<file path="src/rtl/hash_dispatch_pkg.sv">
// -----------------------------------------------------------------------------
// hash_dispatch_pkg
// Shared constants and types for the hash PE request dispatcher slice.
// The constants are the default configuration. Modules take them as parameter
// defaults, so a smaller build can override them per instance.
// Optional feature macro used by this slice: HASH_DISPATCH_BCAST_EN.
// -----------------------------------------------------------------------------
package hash_dispatch_pkg;

    localparam int ISSUE_W     = 16;  // hash requests per issue window
    localparam int HASH_BITS   = 15;  // full hash width
    localparam int NUM_PE_LOG2 = 4;   // log2 of hash PE count
    localparam int ADDR_W      = 32;  // byte address width
    localparam int NUM_PE      = 1 << NUM_PE_LOG2;
    localparam int STRIP_BITS  = HASH_BITS - NUM_PE_LOG2;

    typedef logic [ISSUE_W-1:0]    lane_mask_t;   // one lane's slot mask
    typedef logic [STRIP_BITS-1:0] strip_word_t;  // hash with PE index removed

    // EMPTY: no window buffered. HOLD: a window is waiting on lane handshakes.
    typedef enum logic {
        ST_EMPTY = 1'b0,
        ST_HOLD  = 1'b1
    } disp_state_t;

endpackage

</file>
<file path="src/rtl/hash_pe_request_dispatcher_if.sv">
// -----------------------------------------------------------------------------
// hash_pe_request_dispatcher_if
// Bundles the upstream issue-window handshake and the per-lane downstream
// handshakes of the dispatcher.
//   slave  : dispatcher side (consumes in_*, out_ready; drives in_ready, out_*)
//   master : environment side (the opposite directions)
// -----------------------------------------------------------------------------
interface hash_pe_request_dispatcher_if #(
    parameter int ISSUE_W     = hash_dispatch_pkg::ISSUE_W,
    parameter int HASH_BITS   = hash_dispatch_pkg::HASH_BITS,
    parameter int NUM_PE_LOG2 = hash_dispatch_pkg::NUM_PE_LOG2,
    parameter int ADDR_W      = hash_dispatch_pkg::ADDR_W
);
    localparam int NUM_PE     = 1 << NUM_PE_LOG2;
    localparam int STRIP_BITS = HASH_BITS - NUM_PE_LOG2;

    logic                          in_valid;
    logic                          in_ready;
    logic [ADDR_W-1:0]             in_head_addr;
    logic [ISSUE_W-1:0]            in_mask_vec;
    logic [ISSUE_W*HASH_BITS-1:0]  in_hash_vec;
    logic                          in_delim;

    logic [NUM_PE-1:0]             out_valid;
    logic [NUM_PE-1:0]             out_ready;
    logic [ADDR_W-1:0]             out_head_addr;
    logic [NUM_PE*ISSUE_W-1:0]     out_mask_vec;
    logic [ISSUE_W*STRIP_BITS-1:0] out_hash_vec;
    logic                          out_delim;

    modport slave (
        input  in_valid, in_head_addr, in_mask_vec, in_hash_vec, in_delim, out_ready,
        output in_ready, out_valid, out_head_addr, out_mask_vec, out_hash_vec, out_delim
    );

    modport master (
        output in_valid, in_head_addr, in_mask_vec, in_hash_vec, in_delim, out_ready,
        input  in_ready, out_valid, out_head_addr, out_mask_vec, out_hash_vec, out_delim
    );

endinterface

</file>
<file path="src/rtl/hash_lane_splitter.sv">
// -----------------------------------------------------------------------------
// hash_lane_splitter
// Purely combinational split of an issue window. Each slot's low NUM_PE_LOG2
// hash bits select its PE lane. The remaining high bits form the stripped hash.
// Ports:
//   mask_vec      in  per-slot request valid
//   hash_vec      in  slot i at [i*HASH_BITS +: HASH_BITS]
//   lane_mask_vec out lane p mask at [p*ISSUE_W +: ISSUE_W]
//   strip_vec     out slot i at [i*STRIP_BITS +: STRIP_BITS]
// -----------------------------------------------------------------------------
module hash_lane_splitter #(
    parameter int ISSUE_W     = hash_dispatch_pkg::ISSUE_W,
    parameter int HASH_BITS   = hash_dispatch_pkg::HASH_BITS,
    parameter int NUM_PE_LOG2 = hash_dispatch_pkg::NUM_PE_LOG2
) (
    input  logic [ISSUE_W-1:0]                                   mask_vec,
    input  logic [ISSUE_W*HASH_BITS-1:0]                         hash_vec,
    output logic [(1<<NUM_PE_LOG2)*ISSUE_W-1:0]                  lane_mask_vec,
    output logic [ISSUE_W*(HASH_BITS-NUM_PE_LOG2)-1:0]           strip_vec
);
    localparam int NUM_PE     = 1 << NUM_PE_LOG2;
    localparam int STRIP_BITS = HASH_BITS - NUM_PE_LOG2;

    // NOTE: every always_comb output gets a default first so no path leaves it
    // unassigned; an unassigned path would infer a latch.
    always_comb begin
        lane_mask_vec = '0;
        strip_vec     = '0;
        for (int i = 0; i < ISSUE_W; i++) begin
            strip_vec[i*STRIP_BITS +: STRIP_BITS] = hash_vec[i*HASH_BITS + NUM_PE_LOG2 +: STRIP_BITS];
            for (int p = 0; p < NUM_PE; p++) begin
                lane_mask_vec[p*ISSUE_W + i] = mask_vec[i] &
                    (hash_vec[i*HASH_BITS +: NUM_PE_LOG2] == NUM_PE_LOG2'(p));
            end
        end
    end

endmodule

</file>
<file path="src/rtl/hash_pe_request_dispatcher.sv">
// -----------------------------------------------------------------------------
// hash_pe_request_dispatcher
// Takes one issue window per cycle. It splits the window into per-PE lane masks
// and stripped hashes, then forks the window to NUM_PE serializer lanes. The
// window stays in a single buffer stage until every lane that needs it has
// handshaked. Each lane handshakes independently. A stalled lane only holds
// back the next window.
// Ports:
//   clk, rst_n  clock, asynchronous active-low reset
//   bus         hash_pe_request_dispatcher_if.slave (issue window in, lanes out)
// Optional feature: HASH_DISPATCH_BCAST_EN. When defined, a delim window is
// offered to every lane, including lanes with no requests, so that each
// serializer sees the block boundary.
// -----------------------------------------------------------------------------
module hash_pe_request_dispatcher #(
    parameter int ISSUE_W     = hash_dispatch_pkg::ISSUE_W,
    parameter int HASH_BITS   = hash_dispatch_pkg::HASH_BITS,
    parameter int NUM_PE_LOG2 = hash_dispatch_pkg::NUM_PE_LOG2,
    parameter int ADDR_W      = hash_dispatch_pkg::ADDR_W
) (
    input  logic                           clk,
    input  logic                           rst_n,
    hash_pe_request_dispatcher_if.slave    bus
);
    import hash_dispatch_pkg::*;

    localparam int LANES = 1 << NUM_PE_LOG2;
    localparam int SBITS = HASH_BITS - NUM_PE_LOG2;

    disp_state_t                state_q, state_d;
    logic [LANES-1:0]           sent_q, sent_d;
    logic [LANES-1:0]           need, out_valid, lane_hs;
    logic                       buf_valid, all_done, in_ready, accept, in_any, load;

    logic [LANES*ISSUE_W-1:0]   split_mask;
    logic [ISSUE_W*SBITS-1:0]   split_strip;
    logic [ADDR_W-1:0]          head_q;
    logic [LANES*ISSUE_W-1:0]   mask_q;
    logic [ISSUE_W*SBITS-1:0]   strip_q;
    logic                       delim_q;

    hash_lane_splitter #(
        .ISSUE_W     (ISSUE_W),
        .HASH_BITS   (HASH_BITS),
        .NUM_PE_LOG2 (NUM_PE_LOG2)
    ) u_splitter (
        .mask_vec      (bus.in_mask_vec),
        .hash_vec      (bus.in_hash_vec),
        .lane_mask_vec (split_mask),
        .strip_vec     (split_strip)
    );

    // A lane needs the buffered window if it carries at least one request.
    always_comb begin
        need = '0;
        for (int p = 0; p < LANES; p++) begin
`ifdef HASH_DISPATCH_BCAST_EN
            need[p] = (|mask_q[p*ISSUE_W +: ISSUE_W]) | delim_q;
`else
            need[p] = |mask_q[p*ISSUE_W +: ISSUE_W];
`endif
        end
    end

`ifdef HASH_DISPATCH_BCAST_EN
    assign in_any = (|bus.in_mask_vec) | bus.in_delim;
`else
    assign in_any = |bus.in_mask_vec;
`endif

    assign buf_valid = (state_q == ST_HOLD);
    assign out_valid = buf_valid ? (need & ~sent_q) : '0;
    assign lane_hs   = out_valid & bus.out_ready;
    // A lane is finished when it has handshaked earlier, does not need this
    // window, or is handshaking now. Counting the current handshake gives the
    // intentional combinational path from out_ready to in_ready.
    assign all_done  = &(sent_q | ~need | lane_hs);
    assign in_ready  = rst_n & (~buf_valid | all_done);
    assign accept    = bus.in_valid & in_ready;
    // A window with nothing to offer is consumed without occupying the buffer.
    assign load      = accept & in_any;

    always_comb begin
        state_d = state_q;
        sent_d  = sent_q;
        unique case (state_q)
            ST_EMPTY: begin
                if (load) begin
                    state_d = ST_HOLD;
                    sent_d  = '0;
                end
            end
            ST_HOLD: begin
                if (all_done) begin
                    sent_d  = '0;
                    state_d = load ? ST_HOLD : ST_EMPTY;
                end else begin
                    sent_d  = sent_q | lane_hs;
                end
            end
            default: begin
                state_d = ST_EMPTY;
                sent_d  = '0;
            end
        endcase
    end

    // NOTE: sequential state uses non-blocking assignments, so every flop
    // samples the values from before the clock edge.
    always_ff @(posedge clk or negedge rst_n) begin
        if (!rst_n) begin
            state_q <= ST_EMPTY;
            sent_q  <= '0;
        end else begin
            state_q <= state_d;
            sent_q  <= sent_d;
        end
    end

    // NOTE: the payload registers have no reset. They are only read while
    // buf_valid is set, and reset clears buf_valid.
    always_ff @(posedge clk) begin
        if (load) begin
            head_q  <= bus.in_head_addr;
            mask_q  <= split_mask;
            strip_q <= split_strip;
            delim_q <= bus.in_delim;
        end
    end

    assign bus.in_ready      = in_ready;
    assign bus.out_valid     = out_valid;
    assign bus.out_head_addr = head_q;
    assign bus.out_mask_vec  = mask_q;
    assign bus.out_hash_vec  = strip_q;
    assign bus.out_delim     = delim_q;

endmodule

</file>
<file path="src/flat_wrapper.sv">
// flat-port wrapper written by rule: the top's interface ports become plain ports
module hash_pe_request_dispatcher_flat import hash_dispatch_pkg::*;
#(
    parameter int ISSUE_W     = hash_dispatch_pkg::ISSUE_W,
    parameter int HASH_BITS   = hash_dispatch_pkg::HASH_BITS,
    parameter int NUM_PE_LOG2 = hash_dispatch_pkg::NUM_PE_LOG2,
    parameter int ADDR_W      = hash_dispatch_pkg::ADDR_W
)
  (clk, rst_n, bus_in_valid, bus_in_head_addr, bus_in_mask_vec, bus_in_hash_vec, bus_in_delim, bus_out_ready, bus_in_ready, bus_out_valid, bus_out_head_addr, bus_out_mask_vec, bus_out_hash_vec, bus_out_delim);
  hash_pe_request_dispatcher_if #(.ISSUE_W(ISSUE_W), .HASH_BITS(HASH_BITS), .NUM_PE_LOG2(NUM_PE_LOG2), .ADDR_W(ADDR_W)) bus_i ();
  input  logic clk;
  input  logic rst_n;
  input wire logic [$bits(bus_i.in_valid)-1:0] bus_in_valid;
  input wire logic [$bits(bus_i.in_head_addr)-1:0] bus_in_head_addr;
  input wire logic [$bits(bus_i.in_mask_vec)-1:0] bus_in_mask_vec;
  input wire logic [$bits(bus_i.in_hash_vec)-1:0] bus_in_hash_vec;
  input wire logic [$bits(bus_i.in_delim)-1:0] bus_in_delim;
  input wire logic [$bits(bus_i.out_ready)-1:0] bus_out_ready;
  output wire logic [$bits(bus_i.in_ready)-1:0] bus_in_ready;
  output wire logic [$bits(bus_i.out_valid)-1:0] bus_out_valid;
  output wire logic [$bits(bus_i.out_head_addr)-1:0] bus_out_head_addr;
  output wire logic [$bits(bus_i.out_mask_vec)-1:0] bus_out_mask_vec;
  output wire logic [$bits(bus_i.out_hash_vec)-1:0] bus_out_hash_vec;
  output wire logic [$bits(bus_i.out_delim)-1:0] bus_out_delim;
  assign bus_i.in_valid = bus_in_valid;
  assign bus_i.in_head_addr = bus_in_head_addr;
  assign bus_i.in_mask_vec = bus_in_mask_vec;
  assign bus_i.in_hash_vec = bus_in_hash_vec;
  assign bus_i.in_delim = bus_in_delim;
  assign bus_i.out_ready = bus_out_ready;
  assign bus_in_ready = bus_i.in_ready;
  assign bus_out_valid = bus_i.out_valid;
  assign bus_out_head_addr = bus_i.out_head_addr;
  assign bus_out_mask_vec = bus_i.out_mask_vec;
  assign bus_out_hash_vec = bus_i.out_hash_vec;
  assign bus_out_delim = bus_i.out_delim;
  hash_pe_request_dispatcher #(.ISSUE_W(ISSUE_W), .HASH_BITS(HASH_BITS), .NUM_PE_LOG2(NUM_PE_LOG2), .ADDR_W(ADDR_W)) u_core (.clk(clk), .rst_n(rst_n), .bus(bus_i));
endmodule
</file>
<file path="config.mk">
export PLATFORM = sky130hd
export DESIGN_NAME = hash_pe_request_dispatcher_flat
export DESIGN_NICKNAME = d
export VERILOG_FILES = /design/src/rtl/hash_dispatch_pkg.sv /design/src/rtl/hash_pe_request_dispatcher_if.sv /design/src/rtl/hash_lane_splitter.sv /design/src/rtl/hash_pe_request_dispatcher.sv /design/src/flat_wrapper.sv
export SDC_FILE = /design/constraint.sdc
export NUM_CORES = 1
export LEC_CHECK = 0
export CORE_AREA = 2 2 309 311
export CTS_BUF_LIST = sky130_fd_sc_hd__clkbuf_8 sky130_fd_sc_hd__clkbuf_16
export DETAILED_ROUTE_END_ITERATION = 6
export DIE_AREA = 0 0 311 313
export DONT_BUFFER_PORTS = 1
export PLACE_DENSITY = 0.3
export SLEW_MARGIN = 20
export SYNTH_ARGS = -nofsm -noshare
export SYNTH_HDL_FRONTEND = slang
export SYNTH_SLANG_ARGS = --single-unit
</file>
<file path="constraint.sdc">
create_clock -name clk -period 15.8 [get_ports clk]
set_input_delay 2.37 -clock clk [delete_from_list [all_inputs] [get_ports clk]]
set_output_delay 2.37 -clock clk [all_outputs]
set_load 0.01 [all_outputs]
</file>
Word-level counts from Yosys, hierarchy flattened --
Index checks and enable logic that the tools add are counted.
Cells by class: bitwise gates (word level) 268, eq/ne operators 241, multiplexer cells 7, reductions and logical operators 34
Operator list (number):
- 4-bit == test (second input constant) | 128
- 16-bit OR reduction | 17
- 1-bit AND | 259
- 4-bit by 3-bit == test with 1-bit output (second input constant) | 64
- 4-bit by 2-bit == test with 1-bit output (second input constant) | 32
- 4-bit by 1-bit == test with 1-bit output (second input constant) | 16
- 4-bit zero test | 16
- 16-bit 2-to-1 mux | 3
- 16-bit bitwise OR | 3
- 16-bit AND | 2
- 16-bit inverter | 2
- 16-bit one-hot mux with 2 select lines | 1
- 16-bit AND reduction | 1
- 1-bit 2-to-1 mux | 2
- 2-bit by 1-bit inequality test with 1-bit output (second input constant) | 1
- 1-bit one-hot mux with 2 select lines | 1
- 1-bit inverter | 1
- 1-bit bitwise OR | 1
Storage, ports and cells: output and inout port bits 482, logic and storage cells 556, register bits 482, input bits 308

Longest topological paths before layout --
Gate-level depths: netlist (run 1).
depth in word-level cells 13, gate-level depth with buffers 7

Hierarchy --
A second synthesis (run 1) with hierarchy kept.
Unflattened totals: cells, all modules 1196, area, all modules 18594.1 sq um
Modules (own cells, without submodules):
- hash_pe_request_dispatcher | area an instance 15391.0 sq um, sequential area each 14388.8 sq um, times used 1, cells an instance 652
- hash_lane_splitter | area an instance 3203.1 sq um, sequential area each 0.0 sq um, times used 1, cells an instance 544

Worst setup path before layout (run 1) --
No wires, ideal clock.
kind in2reg, start point input port bus_out_ready[12], end point register u_core.delim_q (netlist: u_core.bus.out_delim) (enable), slack 1447 ps, arrival time 13464 ps, stages 5, cells stage by stage nor2_1 -> a22oi_1 -> nand4_1 -> o21ai_0 -> and2_1
On the way: longest elaborated chain between the ends 7
RTL lines:
- start, declared | line flat_wrapper.sv:18 | input wire logic [$bits(bus_i.out_ready)-1:0] bus_out_ready;
- 16-bit AND | line hash_pe_request_dispatcher.sv:73 | assign lane_hs = out_valid & bus.out_ready;
- 16-bit bitwise OR | line hash_pe_request_dispatcher.sv:77 | assign all_done = &(sent_q | ~need | lane_hs);
- 16-bit AND reduction | line hash_pe_request_dispatcher.sv:77
- 1-bit bitwise OR | line hash_pe_request_dispatcher.sv:78 | assign in_ready = rst_n & (~buf_valid | all_done);
- 1-bit AND | line hash_pe_request_dispatcher.sv:78
- 1-bit AND | line hash_pe_request_dispatcher.sv:79 | assign accept = bus.in_valid & in_ready;
- 1-bit AND | line hash_pe_request_dispatcher.sv:81 | assign load = accept & in_any;
- net u_core.load | line hash_pe_request_dispatcher.sv:33 | logic buf_valid, all_done, in_ready, accept, in_any, load;
- end signal, assigned | line hash_pe_request_dispatcher.sv:127 | delim_q <= bus.in_delim;
- end, declared | line hash_pe_request_dispatcher.sv:40 | logic delim_q;
The timed path passes the listed nets, and every way through them passes these cells. A chain may end at the register's enable or synchronous reset.

Worst setup path in the final report (run 1) --
start point register u_core.mask_q[104] (netlist: u_core.bus.out_mask_vec[104]), end point output port bus_in_ready
On the way: longest elaborated chain between the ends 8, elaborated cells on any way between the ends 10, those cells by class mux: 1; bitwise: 7; reduce/logical: 2
RTL lines:
- start, declared | line hash_pe_request_dispatcher.sv:38 | logic [LANES*ISSUE_W-1:0] mask_q;
- start signal, assigned | line hash_pe_request_dispatcher.sv:125 | mask_q <= split_mask;
- 16-bit OR reduction * | line hash_pe_request_dispatcher.sv:60 | need[p] = |mask_q[p*ISSUE_W +: ISSUE_W];
- 16-bit AND | line hash_pe_request_dispatcher.sv:72 | assign out_valid = buf_valid ? (need & ~sent_q) : '0;
- 16-bit 2-to-1 mux | line hash_pe_request_dispatcher.sv:72
- 16-bit AND | line hash_pe_request_dispatcher.sv:73
- 16-bit bitwise OR * | line hash_pe_request_dispatcher.sv:77
- 16-bit AND reduction * | line hash_pe_request_dispatcher.sv:77
- 1-bit bitwise OR * | line hash_pe_request_dispatcher.sv:78
- 1-bit AND * | line hash_pe_request_dispatcher.sv:78
- end, declared | line flat_wrapper.sv:19 | output wire logic [$bits(bus_i.in_ready)-1:0] bus_in_ready;
Every way passes the cells marked *; elsewhere a longest branch is shown, timed or not.

==> results of run 1 <==
cells in the mapped netlist, types with 8 or more instances:
master / number / share of area
sky130_fd_sc_hd__nor4_1: 79 / 0.029
sky130_fd_sc_hd__nand3_1: 20 / 0.0058
sky130_fd_sc_hd__a22oi_1: 8 / 0.0035
sky130_fd_sc_hd__nor3_1: 80 / 0.023
sky130_fd_sc_hd__nor2_1: 196 / 0.043
sky130_fd_sc_hd__or3b_2: 12 / 0.0061
sky130_fd_sc_hd__nand3b_1: 28 / 0.012
sky130_fd_sc_hd__clkbuf_1: 13 / 0.0028
sky130_fd_sc_hd__a21oi_1: 16 / 0.0046
sky130_fd_sc_hd__nand2b_1: 36 / 0.013
sky130_fd_sc_hd__edfxtp_1: 465 / 0.81
sky130_fd_sc_hd__nand2_1: 28 / 0.0061
sky130_fd_sc_hd__nor3b_1: 16 / 0.0070
sky130_fd_sc_hd__dfrtp_1: 17 / 0.025
sky130_fd_sc_hd__nand4_1: 18 / 0.0065
cells by family after synthesis:
family,count (synthesis)
buffers and inverters,17
DFF,482
AOI/OAI and AO/OA,28
and+or+nand+nor,517
routing by layer:
metal  vias up  share of wire  wire length, microns
li1       4210              -                     -
met1      5096           0.34                 27300
met4         2          0.022                  1790
met2       601           0.53                 41900
met5         -        0.00016                    13
met3        92           0.11                  8580
report_power, final:
part / total, mW / internal, mW / switching (mW)
registers: 1.76 / 1.57 / 0.189
logic: 0.194 / 0.0468 / 0.147
clock network: 1.46 / 0.887 / 0.569
sequential cells by signal, indices dropped and copies added (netlist names):
| name | flops |
|---|---|
| u_core.bus.out_mask_vec | 256 |
| u_core.bus.out_hash_vec | 176 |
| u_core.bus.out_head_addr | 32 |
| u_core.sent_q | 16 |
| u_core.buf_valid | 1 |
| u_core.bus.out_delim | 1 |
through the flow:
step	instance area, sq um	total power [mW]	hold slack (ps)
after detailed placement	19000	2.00	515
after global routing	21100	3.54	558
after floorplan	17300	1.90	486
after global placement	19000	2.00	506
final	21100	3.41	532
after CTS	21100	3.48	529
worst max path at each step:
stage,to,slack (ps),depth (start not counted)
finish,bus_in_ready,9760,6
global route,bus_in_ready,9650,6
CTS,bus_in_ready,9700,7
detailed placement,u_core.bus.out_mask_vec[249],9580,7
global placement,u_core.bus.out_mask_vec[171],9600,7
floorplan,u_core.bus.out_delim,1450,5
layout make-up:
type	count	area, sq um
flip-flops and latches	482	14400
diodes	1	2.50
clock inverters	48	526
fillers	9907	73000
well taps	1265	1580
inverters	3	11.3
clock buffers	63	1550
multi-input cells	545	2880
repair buffers	23	185
tightest hold or removal path, cell delays in order (launching register included):
cell                      delay, ps
sky130_fd_sc_hd__dfrtp_1        360
sky130_fd_sc_hd__a21oi_1         50
sky130_fd_sc_hd__nor2_1          80
==> impl_summary.txt, run 1 <==
----------------------------------------------------
[Global route]
  Overflow after GRT ... 0
  Met2 Track Usage GR ... 0.285
  Largest net degree at the start of global routing ... approximately 160
  Via count of the first global-routing pass ... 10200
  GR Layer Usage met1 ... 0.160
  Initial antenna violation count ... 6
  M3 GR Usage ... 0.0753
  Global-route wire length before repair ... 102000 microns
  Busiest metal layer after global routing ... met2
  Total track usage ... 0.156

[Detailed routing]
  Residual DRC count ... 0
  Detailed router's first-iteration violation count ... roughly 910
  Total detailed-routing wirelength ... 79600 microns
  Mean number of vias per cell ... 4.12
  Residual antenna-violating net count after detailed routing ... 0
  Via count of the routed design ... 10000
  Detailed Routing Iterations Pass 1 ... 5
  Mean routed wirelength per cell ... ~33 microns

[Synth]
  Synthesized-area fraction occupied by adder cells ... 0
  Ys flop type ... sky130_fd_sc_hd__edfxtp_1
  Synthesized area per cell ... 16.5 sq um
  Post-synthesis share of cell area spent on and, or, nand and nor gates ... 0.152
  Parity-gate share of the synthesized area counting xor and xnor cells ... 0
  Synth async-reset ratio ... 0.0353
  Mapped Cells ... around 1000
  Dominant combinational cell family by area after synthesis ... simple AND/OR/NAND/NOR gates
  Post-Syn Nets ... around 1400
  Multiplexer share of the synthesized area ... 0
  Number of distinct standard cells referenced by the synthesized netlist ... 24
  Number of register bits inferred by synthesis ... 482
  Number of enable-type register cells in the synthesized netlist ... 465
  Ys Warns ... 0
  Synth Area in Compound Gates ... 0.0105
  Proportion of synthesized chip area in sequential cells ... 0.833
  Synth Cell Area ... 0.0173 sq mm

[Finish]
  Area delta synth->final ... 22.3%
  Fraction of layout cells with a size suffix above 1 ... 0.119
  Finished Layout Cells ... about 2400
  Nets@finish ... 1422
  Leading cell type in the layout, fill and taps excluded ... sky130_fd_sc_hd__edfxtp_1
  Final standard cell utilization of the core ... 0.224
  Most used cells in the layout excluding fill and tap cells ... sky130_fd_sc_hd__edfxtp_1 (465), sky130_fd_sc_hd__nor2_1 (196), sky130_fd_sc_hd__nor3_1 (80)

[Setup path]
  Startpoint type of the worst setup path ... flop
  Crit path max fanout ... 3
  Critical path startpoint ... u_core.bus.out_mask_vec[104]
  Element type at the critical path end ... primary output
  Required time at the endpoint of the critical path ... between 10000 and 15000 ps
  CP delay by family, top ... simple AND/OR/NAND/NOR gates
  Delay contributed by the slowest stage of the critical path ... between 800 and 900 ps
  Crit path max-delay cell type ... sky130_fd_sc_hd__nor4_1
  CP Cell Sequence ... nor4_1, nand4_1, a22oi_1, nand4_1, o21ai_0, and2_1
  Buffers and inverters on the worst path ... 0
  Slack of the worst reg-to-reg path ... 10050 ps
  Crit path kind ... flop to primary output
  Capturing point of the worst reg2reg path ... u_core.bus.out_mask_vec[55]
  CP arrival ... approximately 3700 ps
  Launch point of the worst reg-to-reg path ... u_core.bus.out_mask_vec[104]
  Register-to-Register Path Depth ... 8
  Critical Path Most Common Cell ... sky130_fd_sc_hd__nand4_1

[STA]
  Worst Slack Setup Final ... 9760 ps
  Final number of setup-violating endpoints ... 0
  Normalized max-slew margin ... 0.267
  Unrepaired setup endpoints after global routing ... false
  Final critical-path share of the clock period ... 0.382
  Clock Skew ... 17.1 ps
  Clock period minus final worst setup slack ... 6040 ps
  Slew at the pin with the worst max-slew slack ... 1090 ps
  Endpoints failing hold ... 0
  Fmax achieved ... 166 MHz
  Count of pins over their slew limit ... 0
  Total negative slack for setup checks ... 0 ps

[Placed design]
  Detailed placement HPWL ... about 64000 microns
  Number of placed instances with taps included ... 2318
  Routability cong. ... 0.832
  Setup slack after placement ... 9580 ps
  Number of buffer cells added on primary ports ... 0

[CTS]
  Total of cells resized after clock tree synthesis ... 0
  Maximum buffer depth of the clock tree ... 3
  Post-CTS setup-driven buffer insertion count ... 0
  Cell at the root of the clock tree ... sky130_fd_sc_hd__clkbuf_16
  CTS Buf Count ... 59
  Worst-path clk slew ... approximately 60 ps
  TritonCTS clock tree ... done
  Number of sinks on the clock net ... 482
  Hold-fix buffer count after cts ... 0
  H-Tree Depth ... 2
  Later-pin clock latency in the skew report ... 630 ps

[Pwr]
  Power per unit of standard cell area ... 162 mW/mm^2
  Reported leakage power ... 6.35 nW
  Peak VDD IR ... 0.0685 mV

[Die]
  Die outline width ... between 300 and 400 microns
  Area of the die ... 0.0973 sq mm
  Num rows ... between 100 and 150
  Core region area ... 0.0942 sq mm
  Number of I/O pins ... 790
  Die span in y ... 313 microns
  Initial core utilization ... 0.183

[Run status]
  Result of the run ... finished, final reports clean

[Worst hold path]
  Min-delay src ... u_core.sent_q[6]
  Worst hold path class ... flop to flop
  Hold Crit Endpoint ... u_core.sent_q[6]
  Count of cells along the worst hold path ... 2

[Job]
  Number of max-cap violations ... 0

----------------------------------------------------
No activity file was read; power rests on OpenSTA's default activity.
==> run 2, diff against run 1 <==
clock period = 5.75 ns   (was 15.8 ns; I/O delays follow)
==> run 2 against run 1 <==
  * Register-to-register slack lost 8700 ps
  * Final cell count is 0.16% higher
  * Routed wire length increased by 0.77%
  * Worst setup slack got worse by 8700 ps
  * Sequential power grew to 2.7 times the previous value
  * Die area stayed put
  * Worst hold slack got worse by 240 ps
  * Largest power group unchanged
==> impl_summary.txt, run 2 (synthesized netlist as in run 1, its figures left out) <==
----------------------------------------------------
[Pwr]
  Peak VDD IR ... 0.204 mV
  Int Pwr ... 6.62 mW
  Power consumption ... 9.14 mW
  Reported leakage power ... 6.32 nW
  Power per unit of standard cell area ... 432 mW/mm^2
  Switching share of total power ... 0.276
  Proportion of power drawn by combinational gates ... 0.065
  Portion of total power attributed to sequential cells ... 0.527
  Clock power share ... 0.407
  Power dissipated by switching net loads ... about 2.5 mW

[CTS]
  TritonCTS clock tree ... done
  Cell at the root of the clock tree ... sky130_fd_sc_hd__clkbuf_16
  Number of sinks on the clock net ... 482
  CTS Buf Count ... 58
  Worst-path clk slew ... 60 ps
  Total of cells resized after clock tree synthesis ... 0
  Hold-fix buffer count after cts ... 1
  Maximum buffer depth of the clock tree ... 3
  Later-pin clock latency in the skew report ... roughly 660 ps
  H-Tree Depth ... 2
  Post-CTS setup-driven buffer insertion count ... 0

[STA]
  Final critical-path share of the clock period ... 0.817
  Unrepaired setup endpoints after global routing ... false
  Clock period minus final worst setup slack ... about 4700 ps
  Final number of setup-violating endpoints ... 0
  Fmax achieved ... 213 MHz
  Slew at the pin with the worst max-slew slack ... around 1200 ps
  Count of pins over their slew limit ... 0
  Normalized max-slew margin ... 0.180
  Total negative slack for setup checks ... 0 ps
  Endpoints failing hold ... 0
  Clock Skew ... 26.6 ps

[Detailed routing]
  Mean routed wirelength per cell ... 32.9 microns
  Mean number of vias per cell ... 4.09
  Residual DRC count ... 0
  Detailed router's first-iteration violation count ... 794
  Total detailed-routing wirelength ... approximately 80000 microns
  Via count of the routed design ... 9967
  Residual antenna-violating net count after detailed routing ... 0
  Detailed Routing Iterations Pass 1 ... 4

[Finish]
  Area of all sequential standard cells ... 0.0144 sq mm
  Number of flip-flops under the largest register name ... between 200 and 300
  Area delta synth->final ... 22.4%
  Nets@finish ... 1427
  Antenna diodes ... 0
  Fraction of layout cells with a size suffix above 1 ... 0.131
  Multi-input gate area ... roughly 0.0030 sq mm
  Most used cells in the layout excluding fill and tap cells ... sky130_fd_sc_hd__edfxtp_1 (465), sky130_fd_sc_hd__nor2_1 (196), sky130_fd_sc_hd__nor3_1 (80)
  Leading cell type in the layout, fill and taps excluded ... sky130_fd_sc_hd__edfxtp_1
  Number of inserted filler cells in the final layout ... 9932

[Run status]
  Result of the run ... finished, final reports clean

[Setup path]
  CP arrival ... 3840 ps
  Delay contributed by the slowest stage of the critical path ... 1050 ps
  Required time at the endpoint of the critical path ... 4890 ps
  Element type at the critical path end ... primary output
  Critical Path Most Common Cell ... sky130_fd_sc_hd__nand4_1
  Crit path max fanout ... 3
  Crit path max-delay cell type ... sky130_fd_sc_hd__nor4_1
  Startpoint type of the worst setup path ... flop
  CP Cell Sequence ... nor4_1, buf_4, nand4_1, a22oi_1, nand4_1, o21ai_0, and2_1
  CP delay by family, top ... simple AND/OR/NAND/NOR gates
  Crit path kind ... flop to primary output
  Buffers and inverters on the worst path ... 1

[Die]
  Die span in y ... ~310 microns
  Initial core utilization ... 0.183
  Core region area ... 0.0942 sq mm
  Num rows ... approximately 110
  Number of I/O pins ... just under 800
  Die outline width ... 311 microns
  Area of the die ... 0.0973 sq mm

[Placed design]
  Routability cong. ... 0.844
  Detailed placement HPWL ... 64800 microns
  Number of buffer cells added on primary ports ... 0

[Job]
  Number of max-cap violations ... 0

[Global route]
  Global-route wire length before repair ... 103000 microns
  Via count of the first global-routing pass ... roughly 10000
  Total track usage ... 0.157
  Initial antenna violation count ... 9
  Overflow after GRT ... 0
  Largest net degree at the start of global routing ... 129

[Worst hold path]
  Worst hold path class ... primary input to flop

----------------------------------------------------
-- run 2: cell count changes in the layout (fill, tap and decap cells not counted), moves of 2 or more --
cell                        delta
sky130_fd_sc_hd__nor4_2       +15
sky130_fd_sc_hd__nor4_1       -14
sky130_fd_sc_hd__bufinv_16     -6
sky130_fd_sc_hd__buf_12        +4
sky130_fd_sc_hd__clkbuf_8      +3
sky130_fd_sc_hd__clkinv_1      +3
sky130_fd_sc_hd__clkbuf_16     -2
sky130_fd_sc_hd__clkinv_4      -2
sky130_fd_sc_hd__clkinv_8      +2
-- run 2: power groups by stage --
| stage | registers (mW) | clock network, mW | logic, mW |
|---|---|---|---|
| finish | 4.82 | 3.72 | 0.598 |
| global route | 4.86 | 3.97 | 0.666 |
| CTS | 4.85 | 3.84 | 0.615 |
| detailed placement | 4.91 | 0 | 0.611 |
| global placement | 4.92 | 0 | 0.610 |
| floorplan | 4.73 | 0 | 0.370 |
-- run 2: worst register-to-register path, stage by stage (launching register included) --
cell	delay [ps]
sky130_fd_sc_hd__edfxtp_1	500
sky130_fd_sc_hd__nor4_1	1050
sky130_fd_sc_hd__buf_4	250
sky130_fd_sc_hd__nand4_1	220
sky130_fd_sc_hd__a22oi_1	300
sky130_fd_sc_hd__nand4_1	220
sky130_fd_sc_hd__o21ai_0	360
sky130_fd_sc_hd__and2_4	450
sky130_fd_sc_hd__buf_12	570
-- run 2: area by class of cell --
type,count,area share
multi-input combinational,545,0.140
timing repair buffer,29,0.0134
clock buffer,64,0.0731
inverter,3,0.000532
sequential,482,0.680
tap,1265,0.0748
clock inverter,46,0.0181
-- run 2: worst paths after layout --
check	endpoint	slack, ps	from	cells past startpoint
max	bus_in_ready	1050	u_core.bus.out_mask_vec[16]	7
min	u_core.bus.out_head_addr[26]	290	bus_in_head_addr[26]	0
max reg2reg	u_core.bus.out_mask_vec[153]	1310	u_core.bus.out_mask_vec[16]	8
min reg2reg	u_core.sent_q[11]	520	u_core.sent_q[11]	2
max in group asynchronous	u_core.sent_q[9]	4360	rst_n	1
min in group asynchronous	u_core.sent_q[10]	800	rst_n	1
-- run 2: routing by layer --
| metal | GRT usage | vias up | wire length, microns |
|---|---|---|---|
| li1 | - | 4219 | - |
| met1 | 0.154 | 5085 | 26900 |
| met2 | 0.294 | 566 | 42800 |
| met3 | 0.0777 | 93 | 8970 |
| met4 | 0.0377 | 4 | 1500 |
| met5 | 0 | - | 27 |
-- run 2: stage by stage --
step                      area [sq um]  std cells  setup slack, ps  hold WS, ps  utilization
after global placement           19100       2321              933          502        0.203
final                            21100       2434             1050          292        0.225
after global routing             21100       2434              944          245        0.225
after detailed placement         19200       2323             1490          507        0.204
after CTS                        21100       2434             1140          228        0.225
after floorplan                  17300       1044              528          486            -
==> run 3, diff against run 2 <==
clock period = 4.6 ns   (was 5.75 ns; I/O delays follow)
==> run 3 against run 2 <==
  * Register-to-register slack got worse by 450 ps
  * Worst hold slack worse by 150 ps
  * Clock skew is 5.5 ps lower
  * Worst setup slack got worse by 610 ps
  * Largest power group unchanged
==> impl_summary.txt, run 3 (synthesized netlist as in run 1, its figures left out) <==
----------------------------------------------------
[Pwr]
  Peak VDD IR ... between 0.2 and 0.3 mV
  Int Pwr ... 8.59 mW
  Proportion of power drawn by combinational gates ... 0.066
  Portion of total power attributed to sequential cells ... 0.513
  Power per unit of standard cell area ... between 500 and 600 mW/mm^2
  Power consumption ... 11.7 mW
  Power dissipated by switching net loads ... 3.14 mW
  Switching share of total power ... 0.268
  Clock power share ... 0.421
  Reported leakage power ... 6.54 nW

[Global route]
  Initial antenna violation count ... 10
  Via count of the first global-routing pass ... slightly above 10000
  Global-route wire length before repair ... 102000 microns
  Total track usage ... 0.157
  Overflow after GRT ... 0
  Largest net degree at the start of global routing ... 68

[Worst hold path]
  Worst hold path class ... primary input to flop
  Count of cells along the worst hold path ... 0
  Min-delay src ... bus_in_head_addr[1]
  Hold Crit Endpoint ... u_core.bus.out_head_addr[1]

[Finish]
  Number of flip-flops under the largest register name ... 256
  Fraction of layout cells with a size suffix above 1 ... 0.144
  Leading cell type in the layout, fill and taps excluded ... sky130_fd_sc_hd__edfxtp_1
  Nets@finish ... 1459
  Area delta synth->final ... 23.9%
  Most used cells in the layout excluding fill and tap cells ... sky130_fd_sc_hd__edfxtp_1 (465), sky130_fd_sc_hd__nor2_1 (196), sky130_fd_sc_hd__nor3_1 (80)
  Number of inserted filler cells in the final layout ... 9952

[STA]
  Slew at the pin with the worst max-slew slack ... 1140 ps
  Unrepaired setup endpoints after global routing ... false
  Fmax achieved ... 240 MHz
  Clock Skew ... 21.1 ps
  Count of pins over their slew limit ... 0
  Normalized max-slew margin ... 0.233
  Endpoints failing hold ... 0
  Smallest hold slack ... 146 ps
  Clock period minus final worst setup slack ... about 4200 ps
  Final number of setup-violating endpoints ... 0
  Final critical-path share of the clock period ... 0.905

[Setup path]
  Required time at the endpoint of the critical path ... between 3000 and 4000 ps
  Crit path kind ... flop to primary output
  Startpoint type of the worst setup path ... flop
  Capturing point of the worst reg2reg path ... u_core.bus.out_hash_vec[119]
  Slack of the worst reg-to-reg path ... 860 ps
  Crit path max fanout ... 3
  Launch point of the worst reg-to-reg path ... u_core.bus.out_mask_vec[58]
  Register-to-Register Path Depth ... 9
  Element type at the critical path end ... primary output
  CP arrival ... 3470 ps

[Placed design]
  Routability cong. ... 0.843
  Detailed placement HPWL ... 64900 microns
  Number of buffer cells added on primary ports ... 0

[Detailed routing]
  Mean routed wirelength per cell ... 32.1 microns
  Via count of the routed design ... 9908
  Total detailed-routing wirelength ... 79300 microns
  Residual DRC count ... 0
  Detailed Routing Iterations Pass 1 ... 5
  Residual antenna-violating net count after detailed routing ... 0
  Mean number of vias per cell ... 4.02
  Detailed router's first-iteration violation count ... ~790

[CTS]
  Total of cells resized after clock tree synthesis ... 0
  TritonCTS clock tree ... done
  Later-pin clock latency in the skew report ... 640 ps
  H-Tree Depth ... 2
  CTS Buf Count ... 58
  Cell at the root of the clock tree ... sky130_fd_sc_hd__clkbuf_16
  Maximum buffer depth of the clock tree ... 3
  Worst-path clk slew ... 60 ps
  Number of sinks on the clock net ... 482

[Run status]
  Result of the run ... finished, final reports clean

[Die]
  Core region area ... 0.0942 sq mm
  Die outline width ... 311 microns
  Area of the die ... 0.0973 sq mm
  Number of I/O pins ... between 700 and 800
  Initial core utilization ... 0.183
  Num rows ... 113
  Die span in y ... 313 microns

[Job]
  Number of max-cap violations ... 0

----------------------------------------------------
run 3: cell count changes in the layout (fill, tap and decap cells not counted), moves of 3 or more:
cell,delta
sky130_fd_sc_hd__buf_4,+31
sky130_fd_sc_hd__diode_2,+3
sky130_fd_sc_hd__clkinv_2,+3
sky130_fd_sc_hd__clkinv_1,-5
sky130_fd_sc_hd__bufinv_16,+6
sky130_fd_sc_hd__nor4_1,+17
sky130_fd_sc_hd__inv_1,-3
sky130_fd_sc_hd__nor4_2,-17
run 3: worst max path at each step:
stage                                         endpoint  cells past startpoint  slack (ps)                         start
after floorplan                   u_core.bus.out_delim                      6        -510  u_core.bus.out_mask_vec[146]
after global placement     u_core.bus.out_hash_vec[49]                      9         390   u_core.bus.out_mask_vec[74]
after detailed placement  u_core.bus.out_hash_vec[101]                      8         660  u_core.bus.out_mask_vec[113]
after CTS                                 bus_in_ready                      6         200  u_core.bus.out_mask_vec[113]
after global routing                      bus_in_ready                      6         130   u_core.bus.out_mask_vec[97]
final                                     bus_in_ready                      7         440   u_core.bus.out_mask_vec[58]
run 3: worst max-delay path: stages (launching register included):
cell                       delay [ps]
sky130_fd_sc_hd__edfxtp_1         490
sky130_fd_sc_hd__nor4_1           950
sky130_fd_sc_hd__buf_4            250
sky130_fd_sc_hd__nand4_1          180
sky130_fd_sc_hd__a22oi_1          220
sky130_fd_sc_hd__nand4_1          190
sky130_fd_sc_hd__o21ai_1          240
sky130_fd_sc_hd__and2_1           310
run 3: routing by layer:
| layer | vias up | GRT usage | part of all wire |
|---|---|---|---|
| met1 | 4932 | 0.151 | 0.33 |
| met2 | 584 | 0.288 | 0.53 |
| met5 | - | 0 | 0.00029 |
| met3 | 95 | 0.0852 | 0.12 |
| li1 | 4293 | - | - |
| met4 | 4 | 0.0402 | 0.023 |
run 3: area by class of cell:
cell class | instances | area (sq um) | area share
clock buffer | 62 | 1520 | 0.0709
multi-input combinational | 545 | 2850 | 0.133
clock inverter | 45 | 518 | 0.0242
inverter | 3 | 11.3 | 0.000526
tap | 1265 | 1580 | 0.0739
antenna | 3 | 7.51 | 0.000351
sequential | 482 | 14400 | 0.672
timing repair buffer | 61 | 536 | 0.0250
run 3: power by group through the flow:
stage	sequential, mW	clock [mW]	combinational, mW
after CTS	6.06	5.09	0.806
final	6.02	4.94	0.780
after detailed placement	6.14	0	0.801
after global routing	6.08	5.26	0.871
after global placement	6.15	0	0.799
after floorplan	5.91	0	0.463
run 3: stage by stage:
stage	instances	worst slack [ps]	util	TNS [ps]	instance area [sq um]
after floorplan	1044	-506	-	-235080	17300
after global placement	2355	394	0.205	0	19300
after detailed placement	2355	658	0.206	0	19400
after CTS	2463	202	0.227	0	21400
after global routing	2464	134	0.227	0	21400
final	2466	435	0.227	0	21400
run 3: what timing repair did:
action / CTS / global route
endpoints found under the setup margin: 0 / 0
hold buffers: 1 / 0
endpoints found under the hold margin: 17 / 0
buffers inserted: 0 / 0
